==> config.mk <==
export PLATFORM = sky130hd
export DESIGN_NAME = uart_tx_arbiter
export DESIGN_NICKNAME = d
export VERILOG_FILES = /design/src/rtl/uart_arb_pkg.sv /design/src/rtl/uart_tx_arbiter_rr_pick.sv /design/src/rtl/uart_tx_arbiter.sv
export SDC_FILE = /design/constraint.sdc
export NUM_CORES = 1
export LEC_CHECK = 0
export ABC_CLOCK_PERIOD_IN_PS = 5880
export BUFFER_PORTS_ARGS = -buffer_cell sky130_fd_sc_hd__buf_2
export CAP_MARGIN = 20
export CELL_PAD_IN_SITES_DETAIL_PLACEMENT = 2
export CELL_PAD_IN_SITES_GLOBAL_PLACEMENT = 2
export CORE_UTILIZATION = 31
export DETAILED_ROUTE_END_ITERATION = 8
export PLACE_DENSITY_LB_ADDON = 0.3
export SLEW_MARGIN = 30
export SYNTH_ARGS = -nofsm -noshare
export SYNTH_HDL_FRONTEND = slang
export SYNTH_HIERARCHICAL = 1
export SYNTH_SLANG_ARGS = --single-unit
==> constraint.sdc <==
create_clock -name i_clk -period 5.88 [get_ports i_clk]
set_clock_uncertainty 0.05 [all_clocks]
set_input_delay 1.47 -clock i_clk [delete_from_list [all_inputs] [get_ports i_clk]]
set_output_delay 1.47 -clock i_clk [all_outputs]
set_load 0.05 [all_outputs]
==> src/rtl/uart_arb_pkg.sv <==
// Shared types and constants for the round-robin UART transmit arbiter.
package uart_arb_pkg;

   typedef enum logic [2:0] {
      StIdle,
      StTag,
      StData,
      StStrobe,
      StSettle
   } arb_state_e;

   localparam logic [7:0] TagBaseDefault = 8'hA0;

   // Index width for a requester vector; never below one bit.
   function automatic int unsigned idx_w(input int unsigned n);
      return (n > 1) ? $clog2(n) : 1;
   endfunction

endpackage

==> src/rtl/uart_tx_arbiter_rr_pick.sv <==
// Combinational round-robin picker: first request at or after ptr+1, wrapping.
module rr_pick
   import uart_arb_pkg::*;
#(
   parameter int unsigned NumReq = 4,
   parameter int unsigned IdxW   = idx_w(NumReq)
) (
   input  logic [NumReq-1:0] req_i,
   input  logic [IdxW-1:0]   ptr_i,
   output logic [NumReq-1:0] gnt_o,
   output logic [IdxW-1:0]   idx_o,
   output logic              any_o
);

   always_comb begin
      int unsigned     cand;
      logic [IdxW-1:0] cidx;
      cand  = 0;
      cidx  = '0;
      gnt_o = '0;
      idx_o = '0;
      any_o = 1'b0;
      for (int unsigned i = 1; i <= NumReq; i++) begin
         cand = (32'(ptr_i) + i) % NumReq;
         cidx = cand[IdxW-1:0];
         if (!any_o && req_i[cidx]) begin
            any_o       = 1'b1;
            idx_o       = cidx;
            gnt_o[cidx] = 1'b1;
         end
      end
   end

endmodule

==> src/rtl/uart_tx_arbiter.sv <==
// Packet-granular round-robin arbiter sharing one txuart among NUM_REQ byte streams.
// Define UART_ARB_SRC_TAG_EN to prefix every packet with a source tag byte.
module uart_tx_arbiter
   import uart_arb_pkg::*;
#(
   parameter int unsigned NUM_REQ = 4
`ifdef UART_ARB_SRC_TAG_EN
   ,
   parameter logic [7:0]  TAG_BASE = TagBaseDefault
`endif
) (
   input  logic                   i_clk,
   input  logic                   rst,
   input  logic [NUM_REQ-1:0]     i_req_valid,
   input  logic [8*NUM_REQ-1:0]   i_req_data,
   input  logic [NUM_REQ-1:0]     i_req_last,
   output logic [NUM_REQ-1:0]     o_req_ready,
   output logic [NUM_REQ-1:0]     o_grant,
   output logic                   o_wr,
   output logic [7:0]             o_data,
   input  logic                   i_busy
);

   localparam int unsigned IdxW = idx_w(NUM_REQ);

   arb_state_e         state_q, state_d;
   // ptr doubles as the owner index while a grant is held.
   logic [IdxW-1:0]    ptr_q, ptr_d;
   logic [NUM_REQ-1:0] grant_q, grant_d;
   logic [7:0]         data_q, data_d;
   logic               last_q, last_d;

   logic [NUM_REQ-1:0] pick_gnt;
   logic [IdxW-1:0]    pick_idx;
   logic               pick_any;
   logic               xfer;
   logic [7:0]         sel_data;
   logic               sel_last;

   rr_pick #(
      .NumReq (NUM_REQ),
      .IdxW   (IdxW)
   ) u_pick (
      .req_i (i_req_valid),
      .ptr_i (ptr_q),
      .gnt_o (pick_gnt),
      .idx_o (pick_idx),
      .any_o (pick_any)
   );

   assign sel_data = i_req_data[{ptr_q, 3'b000} +: 8];
   assign sel_last = i_req_last[ptr_q];
   assign xfer     = |(o_req_ready & i_req_valid);

   always_ff @(posedge i_clk) begin
      if (rst) begin
         state_q <= StIdle;
         ptr_q   <= IdxW'(NUM_REQ - 1);
         grant_q <= '0;
         data_q  <= 8'h00;
         last_q  <= 1'b0;
      end else begin
         state_q <= state_d;
         ptr_q   <= ptr_d;
         grant_q <= grant_d;
         data_q  <= data_d;
         last_q  <= last_d;
      end
   end

   always_comb begin
      state_d = state_q;
      ptr_d   = ptr_q;
      grant_d = grant_q;
      data_d  = data_q;
      last_d  = last_q;
      unique case (state_q)
         StIdle: begin
            if (pick_any) begin
               grant_d = pick_gnt;
               ptr_d   = pick_idx;
`ifdef UART_ARB_SRC_TAG_EN
               state_d = StTag;
`else
               state_d = StData;
`endif
            end
         end
`ifdef UART_ARB_SRC_TAG_EN
         StTag: begin
            if (!i_busy) begin
               data_d  = TAG_BASE | 8'(ptr_q);
               last_d  = 1'b0;
               state_d = StStrobe;
            end
         end
`endif
         StData: begin
            if (xfer) begin
               data_d  = sel_data;
               last_d  = sel_last;
               state_d = StStrobe;
            end
         end
         StStrobe: state_d = StSettle;
         // Busy only rises the cycle after the strobe, so it is not trusted here.
         StSettle: begin
            if (last_q) begin
               state_d = StIdle;
               grant_d = '0;
            end else begin
               state_d = StData;
            end
         end
         default: state_d = StIdle;
      endcase
   end

   always_comb begin
      o_req_ready = '0;
      o_wr        = 1'b0;
      if (state_q == StData && !i_busy) o_req_ready = grant_q;
      if (state_q == StStrobe) o_wr = 1'b1;
   end

   assign o_grant = grant_q;
   assign o_data  = data_q;

endmodule

==> reports/metrics.cfg, run 1 <==
[outcome]
status = complete, no violations

[routing]
drt_first_pass_iters = 4
drc_errors = 0
wirelength_um = 5590
routedWlPerCell_um = 17.4
ant_nets = 0
drt_iter0_markers = 59
vias = 1786
via_per_inst = 5.55

[yosys]
synth-seq-cells = 18
netlist_area_um2 = 1730
synth_cell_types = 41
synthCells = 198
ys_seq_area_frac = 0.209
synth.net_count = 249
synth_flop_cell = dfxtp_1
yosysWarnings = 6
synthArstFlopShare = 0
synth_edf_count = 0
syn_avg_cell_area_um2 = 8.73

[global_routing]
grt_use_met1 = 0.255
grt_pass1_wl_um = 9830
grt_overflow = 0
grt_use_met2 = 0.379
first_global_vias = 1980
grt_use_total = 0.204
met3_usage = 0.0202
busiest_layer = met2
grt_max_degree = 30
antenna_found_initial = 1

[power_and_ir_drop]
swShare = 0.423
p_leak_nw = 0.986
comb_power_share = 0.506
finalPower_mw = 0.468
pwr_density_cell_nw_per_um2 = 222
peakVddDrop_mv = 0.0967
p_switching_mw = 0.198
power_frac_clock = 0.184
seqPwrFrac = 0.309
p_int_mw = 0.270

[die]
rows = 26
io_pins = 60
start_util = 0.330
die_x_um = 76.7
fp.coreArea_um2 = 5240
design.die.area_um2 = 5880
die_h_um = 76.7

[sta]
hold_viol_final = 0
worst_pin_slew_ns = 0.711
setup_viol = 0
max_slew_margin = 0.520
fin_tns_setup_ns = 0
fin_ws_ns = 1.72
clock.fmax_mhz = 240
report.final.slew_viol_count = 0
min_period_ns = 4.16
rsz0062_at_grt = false
timing.final.crit_share = 0.708

[cts]
worstSkewPairLatency_ns = 0.25
cts_tree = done
numCtsBuffers = 3
cts_htree_levels = 1
post_cts_resized = 0
hold_buffers = 0
cts.path.max_buffers = 2
clock-sinks = 18
cts_setup_buffers = 0
clk_pin_slew_ns = 0.06
cts-root-buf = clkbuf_8

[placed_design]
dp_hpwl_um = 4270
gp_congestion = 0.806
place_inst = 318
port_buffers = 59
pre_cts_ws_ns = 1.70

[min_path]
min_path_type = flip-flop to flip-flop

[setup_path]
endpoint_kind = output port
crit_arrival_ns = 2.64
cp-start-kind = input port
path_max_fanout = 4
required_ns = 4.36
worst-setup-path-type = input port to output port

[final_layout]
nFillCells = 610
layout_commonest_cell = buf_2
final_core_util = 0.402
drive_above_1_share = 0.359
layout_common_cells = buf_2 (59), nand2_1 (21), inv_1 (18), dfxtp_1 (18), nor2b_1 (12)
nNetsFinal = 304
syn_to_final_growth_pct = 21.9
stdcell_count = 322

[flow_run]
cap_viol_max_count = 0

==> power by group through the flow <==
stage | Combinational, mW | Clock, mW | Sequential, mW
after floorplan | 0.141 | 0 | 0.182
after global placement | 0.232 | 0 | 0.147
after detailed placement | 0.238 | 0 | 0.147
after CTS | 0.239 | 0.0881 | 0.145
after global routing | 0.260 | 0.0918 | 0.147
final | 0.237 | 0.0864 | 0.145
==> worst paths after layout <==
kind / from / endpoint / slack, ns / cells past startpoint
hold reg to reg: o_grant[1]$_SDFFE_PP0P_ / o_grant[1]$_SDFFE_PP0P_ / 0.46 / 2
setup / recovery: i_busy / o_req_ready[3] / 1.72 / 4
setup reg to reg: ptr_q[0]$_SDFFE_PP1P_ / o_grant[3]$_SDFFE_PP0P_ / 3.33 / 7
hold / removal: o_grant[1]$_SDFFE_PP0P_ / o_grant[1]$_SDFFE_PP0P_ / 0.46 / 2
==> registers in the layout, summed over array words and instances, names as in the netlist <==
| signal | flops |
|---|---|
| last_q | 1 |
| o_data | 8 |
| ptr_q | 2 |
| state_q | 3 |
| o_grant | 4 |
==> synthesized netlist by cell type (6+ instances only) <==
master     n  area share
nand2_1   21       0.046
o211ai_2   9       0.065
nor2b_1   12       0.043
nand4_1    6       0.022
ha_1       8       0.058
nand3_1   10       0.029
nor2_1     6       0.013
a21oi_1    8       0.023
inv_1     18       0.039
o21ai_0    6       0.017
dfxtp_1   18        0.21
mux4_2    11        0.14
==> per-stage QoR <==
step / cell area (um^2) / hold WS [ns]
after detailed placement: 2060 / 0.461
after floorplan: 1730 / 0.434
after CTS: 2100 / 0.471
after global routing: 2110 / 0.517
final: 2110 / 0.464
after global placement: 2060 / 0.451
==> metal layers <==
| metal | share of wire | vias to the layer above |
|---|---|---|
| li1 | - | 846 |
| met1 | 0.45 | 896 |
| met2 | 0.52 | 42 |
| met3 | 0.026 | 2 |
| met4 | 0.0072 | 0 |
| met5 | 0 | - |
==> critical path, cell delays in order <==
cell     delay (ns)
buf_2          0.10
nor4b_1        0.59
and2_1         0.22
buf_2          0.26
==> logic make-up (layout without fill, tap and decap cells) <==
logic type	count (synthesis)	in the layout	share of synthesized area
AO/OA/AOI/OAI	51	51	0.240
adder cells (fa/ha/maj)	8	8	0.0579
buffers and inverters	31	84	0.0840
flip-flops	18	18	0.209
multiplexers	16	16	0.173
other	0	1	0
AND/OR/NAND/NOR	74	74	0.237
==> final cells by class <==
type | count | area, um^2 | area share
Multi-Input combinational cell | 149 | 1220 | 0.580
Sequential cell | 18 | 360 | 0.171
Timing Repair Buffer | 63 | 325 | 0.154
Tap cell | 70 | 87.6 | 0.0416
Inverter | 18 | 67.6 | 0.0321
Clock buffer | 3 | 41.3 | 0.0196
Antenna cell | 1 | 2.50 | 0.00119
No activity file was read; power rests on OpenSTA's default activity.
==> run 2: changes to the inputs <==
--- a/config.mk
+++ b/config.mk
@@ -5,12 +5,13 @@
 export SDC_FILE = /design/constraint.sdc
 export NUM_CORES = 1
 export LEC_CHECK = 0
-export ABC_CLOCK_PERIOD_IN_PS = 5880
+export ABC_AREA = 1
+export ABC_CLOCK_PERIOD_IN_PS = 3400
 export BUFFER_PORTS_ARGS = -buffer_cell sky130_fd_sc_hd__buf_2
 export CAP_MARGIN = 20
 export CELL_PAD_IN_SITES_DETAIL_PLACEMENT = 2
 export CELL_PAD_IN_SITES_GLOBAL_PLACEMENT = 2
-export CORE_UTILIZATION = 31
+export CORE_UTILIZATION = 23
 export DETAILED_ROUTE_END_ITERATION = 8
 export PLACE_DENSITY_LB_ADDON = 0.3
 export SLEW_MARGIN = 30
==> constraint.sdc (replaced) <==
create_clock -name i_clk -period 3.4 [get_ports i_clk]
set_clock_uncertainty 0.05 [all_clocks]
set_input_delay 0.85 -clock i_clk [delete_from_list [all_inputs] [get_ports i_clk]]
set_output_delay 0.85 -clock i_clk [all_outputs]
set_load 0.05 [all_outputs]
==> run 2 against run 1 <==
Against the previous run: flip-flop and latch count did not move; critical path depth grew 1; hold slack better by 0.012 ns; die area increased by 30%; cell area hardly changed; critical endpoint is now o_req_ready[1]; highest routed layer unchanged.
==> reports/metrics.cfg, run 2 <==
[yosys]
synthCells = 256  ; was 198
synth_area_leaders = dfxtp_1 (22%), nor2_1 (9.9%), nand3_1 (9.6%)  ; was dfxtp_1 (21%), mux4_2 (14%), o211ai_2 (6.5%)
yosysTopAreaCellShare = 0.215  ; was 0.209
post-synth-top-count-cell = nor2_1  ; was nand2_1
netlist_area_um2 = 1670  ; was 1730 um^2
synth_edf_count = 0  ; unchanged
synth-seq-cells = 18  ; unchanged
yosysTopAreaCell = dfxtp_1  ; unchanged
synth_flop_cell = dfxtp_1  ; unchanged
ys_seq_area_frac = 0.215  ; was 0.209
synth_cell_types = 27  ; was 41
syn_avg_cell_area_um2 = 6.53  ; was 8.73 um^2
yosys-top-cells-count = nor2_1 (44), nand2_1 (36), nand3_1 (32), inv_1 (26)  ; was nand2_1 (21), dfxtp_1 (18), inv_1 (18), nor2b_1 (12), mux4_2 (11)
synth.net_count = 307  ; was 249
yosysWarnings = 6  ; unchanged
synthArstFlopShare = 0  ; unchanged

[flow_run]
cap_viol_max_count = 0  ; unchanged

[power_and_ir_drop]
p_switching_mw = 1.01  ; was 0.198 mW
seqPwrFrac = 0.182  ; was 0.309
comb_power_share = 0.717  ; was 0.506
pwr_density_cell_nw_per_um2 = 834  ; was 222 nW/um^2
power_frac_clock = 0.101  ; was 0.184
swShare = 0.575  ; was 0.423
peakVddDrop_mv = 0.184  ; was 0.0967 mV
finalPower_mw = 1.76  ; was 0.468 mW
p_leak_nw = 1.12  ; was 0.986 nW
p_int_mw = 0.748  ; was 0.270 mW

[final_layout]
diodes = 0  ; was 1
layout_common_cells = buf_2 (59), nor2_1 (44), nand2_1 (36)  ; was buf_2 (59), nand2_1 (21), inv_1 (18), dfxtp_1 (18), nor2b_1 (12)
nNetsFinal = 366  ; was 304
largest_reg_flops = 8  ; unchanged
syn_to_final_growth_pct = 26.0  ; was 21.9%
nFillCells = 889  ; was 610
layout_commonest_cell = buf_2  ; unchanged
drive_above_1_share = 0.303  ; was 0.359
final_cell_area_um2 = 2110  ; about the same
stdcell_count = 410  ; was 322

[cts]
worstSkewPairLatency_ns = 0.25  ; about the same
numCtsBuffers = 3  ; unchanged
cts_setup_buffers = 0  ; unchanged
clock-sinks = 18  ; unchanged
post_cts_resized = 0  ; unchanged
cts-root-buf = clkbuf_8  ; unchanged
clk_pin_slew_ns = 0.07  ; was 0.06 ns
cts.path.max_buffers = 2  ; unchanged
hold_buffers = 0  ; unchanged
cts_htree_levels = 1  ; unchanged
cts_tree = done  ; unchanged

[die]
die_x_um = 87.3  ; was 76.7 um
start_util = 0.242  ; was 0.330
design.die.area_um2 = 7620  ; was 5880 um^2
die_h_um = 87.3  ; was 76.7 um
rows = 30  ; was 26
io_pins = 60  ; unchanged
fp.coreArea_um2 = 6910  ; was 5240 um^2

[sta]
rsz0062_at_grt = false  ; unchanged
max_slew_margin = 0.704  ; was 0.520
report.final.slew_viol_count = 0  ; unchanged
min_period_ns = 2.51
fin_tns_setup_ns = 0  ; unchanged
hold_ws_ns = 0.476  ; was 0.464 ns
timing.final.crit_share = 0.738
worst_pin_slew_ns = 0.440  ; was 0.711 ns
setup_viol = 0  ; unchanged
clock.fmax_mhz = 399
hold_viol_final = 0  ; unchanged

[placed_design]
port_buffers = 59  ; unchanged
dp_hpwl_um = 4640  ; was 4270 um
gp_congestion = 0.770  ; was 0.806
dpl-instance-area_um2 = 2050  ; was 2060 um^2
place_inst = 406  ; was 318

[setup_path]
cp_cell_sequence = buf_2 > inv_1 > nand4_2 > inv_1 > buf_2  ; was buf_2 > nor4b_1 > and2_1 > buf_2
crit_arrival_ns = 1.61  ; was 2.64 ns
cpPeakStageDelay_ns = 0.26  ; was 0.59 ns
endpoint_kind = output port  ; unchanged
required_ns = 2.50  ; was 4.36 ns
cp-start-kind = input port  ; unchanged
worst-setup-path-type = input port to output port  ; unchanged
crit_slowest_cell = buf_2  ; was nor4b_1
path_max_fanout = 4  ; unchanged
reg2reg_slack_ns = 0.99  ; was 3.33 ns

[routing]
drt_first_pass_iters = 4  ; unchanged
ant_nets = 0  ; unchanged
via_per_inst = 4.66  ; was 5.55
drt_iter0_markers = 53  ; was 59
drc_errors = 0  ; unchanged
vias = 1912  ; was 1786
routedWlPerCell_um = 14.1  ; was 17.4 um
wirelength_um = 5800  ; was 5590 um

[global_routing]
grt_use_met1 = 0.207  ; was 0.255
grt_overflow = 0  ; unchanged
grt_use_total = 0.160  ; was 0.204
antenna_found_initial = 0  ; was 1
grt_max_degree = 31  ; was 30
grt_use_met2 = 0.288  ; was 0.379
busiest_layer = met2  ; unchanged
grt_pass1_wl_um = 9670  ; was 9830 um
met3_usage = 0.0227  ; was 0.0202
first_global_vias = 2009  ; was 1980

[min_path]
min_path_type = flip-flop to flip-flop  ; unchanged

[outcome]
status = complete, no violations  ; unchanged

-- run 2: cell type report --
class | count | area [um^2] | area share
sequential | 18 | 360 | 0.171
clock buffer | 4 | 55.1 | 0.0261
inverter | 33 | 131 | 0.0623
tap | 96 | 120 | 0.0570
timing repair buffer | 61 | 310 | 0.147
multi-input combinational | 198 | 1130 | 0.536
-- run 2: logic make-up after synthesis --
family,synth area share
and+or+nand+nor,0.463
AOI/OAI and AO/OA,0.153
buffers and inverters,0.108
DFF,0.215
adders and majority gates,0.0598
-- run 2: worst paths after layout --
kind / from / to / cells past startpoint
setup reg to reg: ptr_q[1]$_SDFFE_PP1P_ / o_grant[3]$_SDFFE_PP0P_ / 12
setup / recovery: i_busy / o_req_ready[1] / 5
hold / removal: o_grant[0]$_SDFFE_PP0P_ / o_grant[0]$_SDFFE_PP0P_ / 2
hold reg to reg: o_grant[0]$_SDFFE_PP0P_ / o_grant[0]$_SDFFE_PP0P_ / 2
-- run 2: worst max-delay path: cells and delay by family --
| kind | cells | cell delay [ns] |
|---|---|---|
| buf+inv | 4 | 0.58 |
| simple gates | 1 | 0.17 |
-- run 2: metal layers --
layer,part of all wire,up-vias
met5,0,-
met4,0.0041,0
met3,0.037,2
met2,0.50,44
met1,0.46,900
li1,-,966
-- run 2: per-stage QoR --
step | util | worst slack, ns
after floorplan | - | 0.892
after CTS | 0.305 | 0.884
after detailed placement | 0.297 | 0.872
final | 0.305 | 0.891
after global routing | 0.305 | 0.768
after global placement | 0.297 | 0.890
-- run 2: power groups by stage --
| stage | Clock (mW) | Combinational, mW | Sequential, mW |
|---|---|---|---|
| final | 0.178 | 1.26 | 0.320 |
| after floorplan | 0 | 0.846 | 0.453 |
| after detailed placement | 0 | 1.28 | 0.324 |
| after global routing | 0.194 | 1.42 | 0.326 |
| after global placement | 0 | 1.26 | 0.321 |
| after CTS | 0.182 | 1.29 | 0.320 |
==> run 3: changes to the inputs <==
--- a/config.mk
+++ b/config.mk
@@ -5,13 +5,13 @@
 export SDC_FILE = /design/constraint.sdc
 export NUM_CORES = 1
 export LEC_CHECK = 0
-export ABC_AREA = 1
-export ABC_CLOCK_PERIOD_IN_PS = 3400
+export ABC_AREA = 0
+export ABC_CLOCK_PERIOD_IN_PS = 2360
 export BUFFER_PORTS_ARGS = -buffer_cell sky130_fd_sc_hd__buf_2
 export CAP_MARGIN = 20
 export CELL_PAD_IN_SITES_DETAIL_PLACEMENT = 2
 export CELL_PAD_IN_SITES_GLOBAL_PLACEMENT = 2
-export CORE_UTILIZATION = 23
+export CORE_UTILIZATION = 29
 export DETAILED_ROUTE_END_ITERATION = 8
 export PLACE_DENSITY_LB_ADDON = 0.3
 export SLEW_MARGIN = 30
==> constraint.sdc (replaced) <==
create_clock -name i_clk -period 2.36 [get_ports i_clk]
set_clock_uncertainty 0.05 [all_clocks]
set_input_delay 0.59 -clock i_clk [delete_from_list [all_inputs] [get_ports i_clk]]
set_output_delay 0.59 -clock i_clk [all_outputs]
set_load 0.05 [all_outputs]
==> run 3 against run 2 <==
Against the previous run: sequential power grew 15%; routed wire length grew 1.8%; setup slack got worse by 0.74 ns; cell area increased by 6.3%; flip-flop and latch count unchanged; via count fell by 3.8%; total power fell by 28%; largest cell class unchanged; critical path depth is 3 higher; register-to-register slack got worse by 0.84 ns; critical path type is now flip-flop to flip-flop; critical endpoint is now ptr_q[0]$_SDFFE_PP1P_; first-iteration DRC count increased by 11%.
==> reports/metrics.cfg, run 3 (synthesis results as in run 1) <==
[cts]
clock-sinks = 18  ; unchanged
cts_tree = done  ; unchanged
cts.path.max_buffers = 2  ; unchanged
numCtsBuffers = 3  ; unchanged
clk_pin_slew_ns = 0.08  ; was 0.07 ns
worstSkewPairLatency_ns = 0.26  ; was 0.25 ns
cts-root-buf = clkbuf_8  ; unchanged
cts_setup_buffers = 0  ; unchanged
cts_htree_levels = 1  ; unchanged

[placed_design]
dp_hpwl_um = 4490  ; was 4640 um
dpl-instance-area_um2 = 2160  ; was 2050 um^2
gp_congestion = 0.784  ; was 0.770
port_buffers = 59  ; unchanged

[global_routing]
grt_max_degree = 20  ; was 31
grt_pass1_wl_um = 9900  ; was 9670 um
grt_use_total = 0.202  ; was 0.160
grt_overflow = 0  ; unchanged
first_global_vias = 1955  ; was 2009
antenna_found_initial = 0  ; unchanged

[die]
start_util = 0.308  ; was 0.242
io_pins = 60  ; unchanged
die_x_um = 79.2  ; was 87.3 um
rows = 27  ; was 30
die_h_um = 79.2  ; was 87.3 um
design.die.area_um2 = 6270  ; was 7620 um^2
fp.coreArea_um2 = 5610  ; was 6910 um^2

[power_and_ir_drop]
pwr_density_cell_nw_per_um2 = 565  ; was 834 nW/um^2
peakVddDrop_mv = 0.196  ; was 0.184 mV
p_leak_nw = 1.06  ; was 1.12 nW
finalPower_mw = 1.27  ; was 1.76 mW

[final_layout]
final_core_util = 0.400  ; was 0.305
nNetsFinal = 317  ; was 366
syn_to_final_growth_pct = 29.7  ; was 26.0%
diodes = 0  ; unchanged
layout_common_cells = buf_2 (59), nand2_1 (21), inv_1 (18)  ; was buf_2 (59), nor2_1 (44), nand2_1 (36)
final_cell_area_um2 = 2240  ; was 2110 um^2
drive_above_1_share = 0.408  ; was 0.303
layout_commonest_cell = buf_2  ; unchanged
largest_reg_flops = 8  ; unchanged

[setup_path]
reg2reg_depth = 8  ; was 12
worst-setup-path-type = flip-flop to flip-flop  ; was input port to output port
endpoint_kind = flip-flop  ; was output port
rr_startpoint = ptr_q[0]$_SDFFE_PP1P_  ; was ptr_q[1]$_SDFFE_PP1P_
path_max_fanout = 10  ; was 4
crit_arrival_ns = 2.37  ; was 1.61 ns
cp-start-kind = flip-flop  ; was input port
reg2reg_slack_ns = 0.15  ; was 0.99 ns
r2r-end = ptr_q[0]$_SDFFE_PP1P_  ; was o_grant[3]$_SDFFE_PP0P_
required_ns = 2.52  ; was 2.50 ns

[sta]
rsz0062_at_grt = false  ; unchanged
report.final.slew_viol_count = 0  ; unchanged
clock.fmax_mhz = 452
timing.final.crit_share = 0.937
fin_tns_setup_ns = 0  ; unchanged
setup_viol = 0  ; unchanged
worst_pin_slew_ns = 0.517  ; was 0.440 ns
max_slew_margin = 0.655  ; was 0.704
hold_ws_ns = 0.481  ; was 0.476 ns
min_period_ns = 2.21
hold_viol_final = 0  ; unchanged

[routing]
vias = 1839  ; was 1912
via_per_inst = 5.46  ; was 4.66
ant_nets = 0  ; unchanged
drt_iter0_markers = 59  ; was 53
drt_first_pass_iters = 4  ; unchanged
wirelength_um = 5900  ; was 5800 um
routedWlPerCell_um = 17.5  ; was 14.1 um
drc_errors = 0  ; unchanged

[min_path]
hold_path_end = o_grant[1]$_SDFFE_PP0P_  ; was o_grant[0]$_SDFFE_PP0P_
min_path_type = flip-flop to flip-flop  ; unchanged
worstHoldPathCells = 2  ; unchanged
min_from = o_grant[1]$_SDFFE_PP0P_  ; was o_grant[0]$_SDFFE_PP0P_

[outcome]
status = complete, no violations  ; unchanged

[flow_run]
cap_viol_max_count = 0  ; unchanged

## run 3: changes by cell type in the layout (fill, tap and decap cells not counted), moves of 9 or more
cell / before / now
o211ai_2: 0 / 9
o21ai_0: 18 / 6
o22ai_1: 9 / 0
nand2_1: 36 / 21
mux4_2: 0 / 11
buf_4: 2 / 17
nor2b_1: 0 / 12
nor2_1: 44 / 6
nand3_1: 32 / 10
## run 3: how the worst max path moves through the flow
stage	slack, ns	cells past startpoint	endpoint	startpoint
4_1_cts	0.05	8	ptr_q[0]$_SDFFE_PP1P_	ptr_q[0]$_SDFFE_PP1P_
5_1_grt	0.03	8	ptr_q[0]$_SDFFE_PP1P_	ptr_q[0]$_SDFFE_PP1P_
6_report	0.15	8	ptr_q[0]$_SDFFE_PP1P_	ptr_q[0]$_SDFFE_PP1P_
3_5_place_dp	0.03	7	o_grant[0]$_SDFFE_PP0P_	i_req_valid[2]
3_3_place_gp	0.08	7	o_grant[3]$_SDFFE_PP0P_	i_req_valid[2]
2_1_floorplan	0.01	11	o_grant[2]$_SDFFE_PP0P_	ptr_q[0]$_SDFFE_PP1P_
## run 3: repair_timing
action,4_1_cts,5_1_grt
gates resized for setup,0,4
hold buffers,0,0
hold endpoints to repair,0,0
endpoints found under the setup margin,0,9
## run 3: layout make-up
type	instances	area (um^2)
fill	698	3370
multi-input combinational	149	1240
timing repair buffer	76	423
sequential	18	364
tap	72	90.1
inverter	18	67.6
clock buffer	4	55.1
## run 3: report_power, final
part / internal [mW] / switching [mW]
Sequential: 0.338 / 0.0300
Clock: 0.149 / 0.121
Combinational: 0.256 / 0.372
## run 3: through the flow
| stage | setup WS, ns | std cells |
|---|---|---|
| 2_1_floorplan | 0.0125 | 198 |
| 3_3_place_gp | 0.0787 | 333 |
| 3_5_place_dp | 0.0268 | 333 |
| 4_1_cts | 0.0457 | 337 |
| 5_1_grt | 0.0261 | 337 |
| 6_report | 0.148 | 337 |
## run 3: per-layer routing
metal / routed length [um] / up-vias / track usage
met5: 0 / - / 0
met4: 54 / 0 / 0.0436
met1: 2700 / 914 / 0.265
met2: 2950 / 45 / 0.352
li1: - / 876 / -
met3: 203 / 4 / 0.0276
## run 3: worst max-delay path: stages (launching register included)
cell and delay (ns):
dfxtp_4 0.43, inv_1 0.12, ha_1 0.38, buf_4 0.20
a21oi_1 0.11, a211oi_1 0.06, a311o_1 0.32, a221oi_1 0.32
a211o_1 0.18
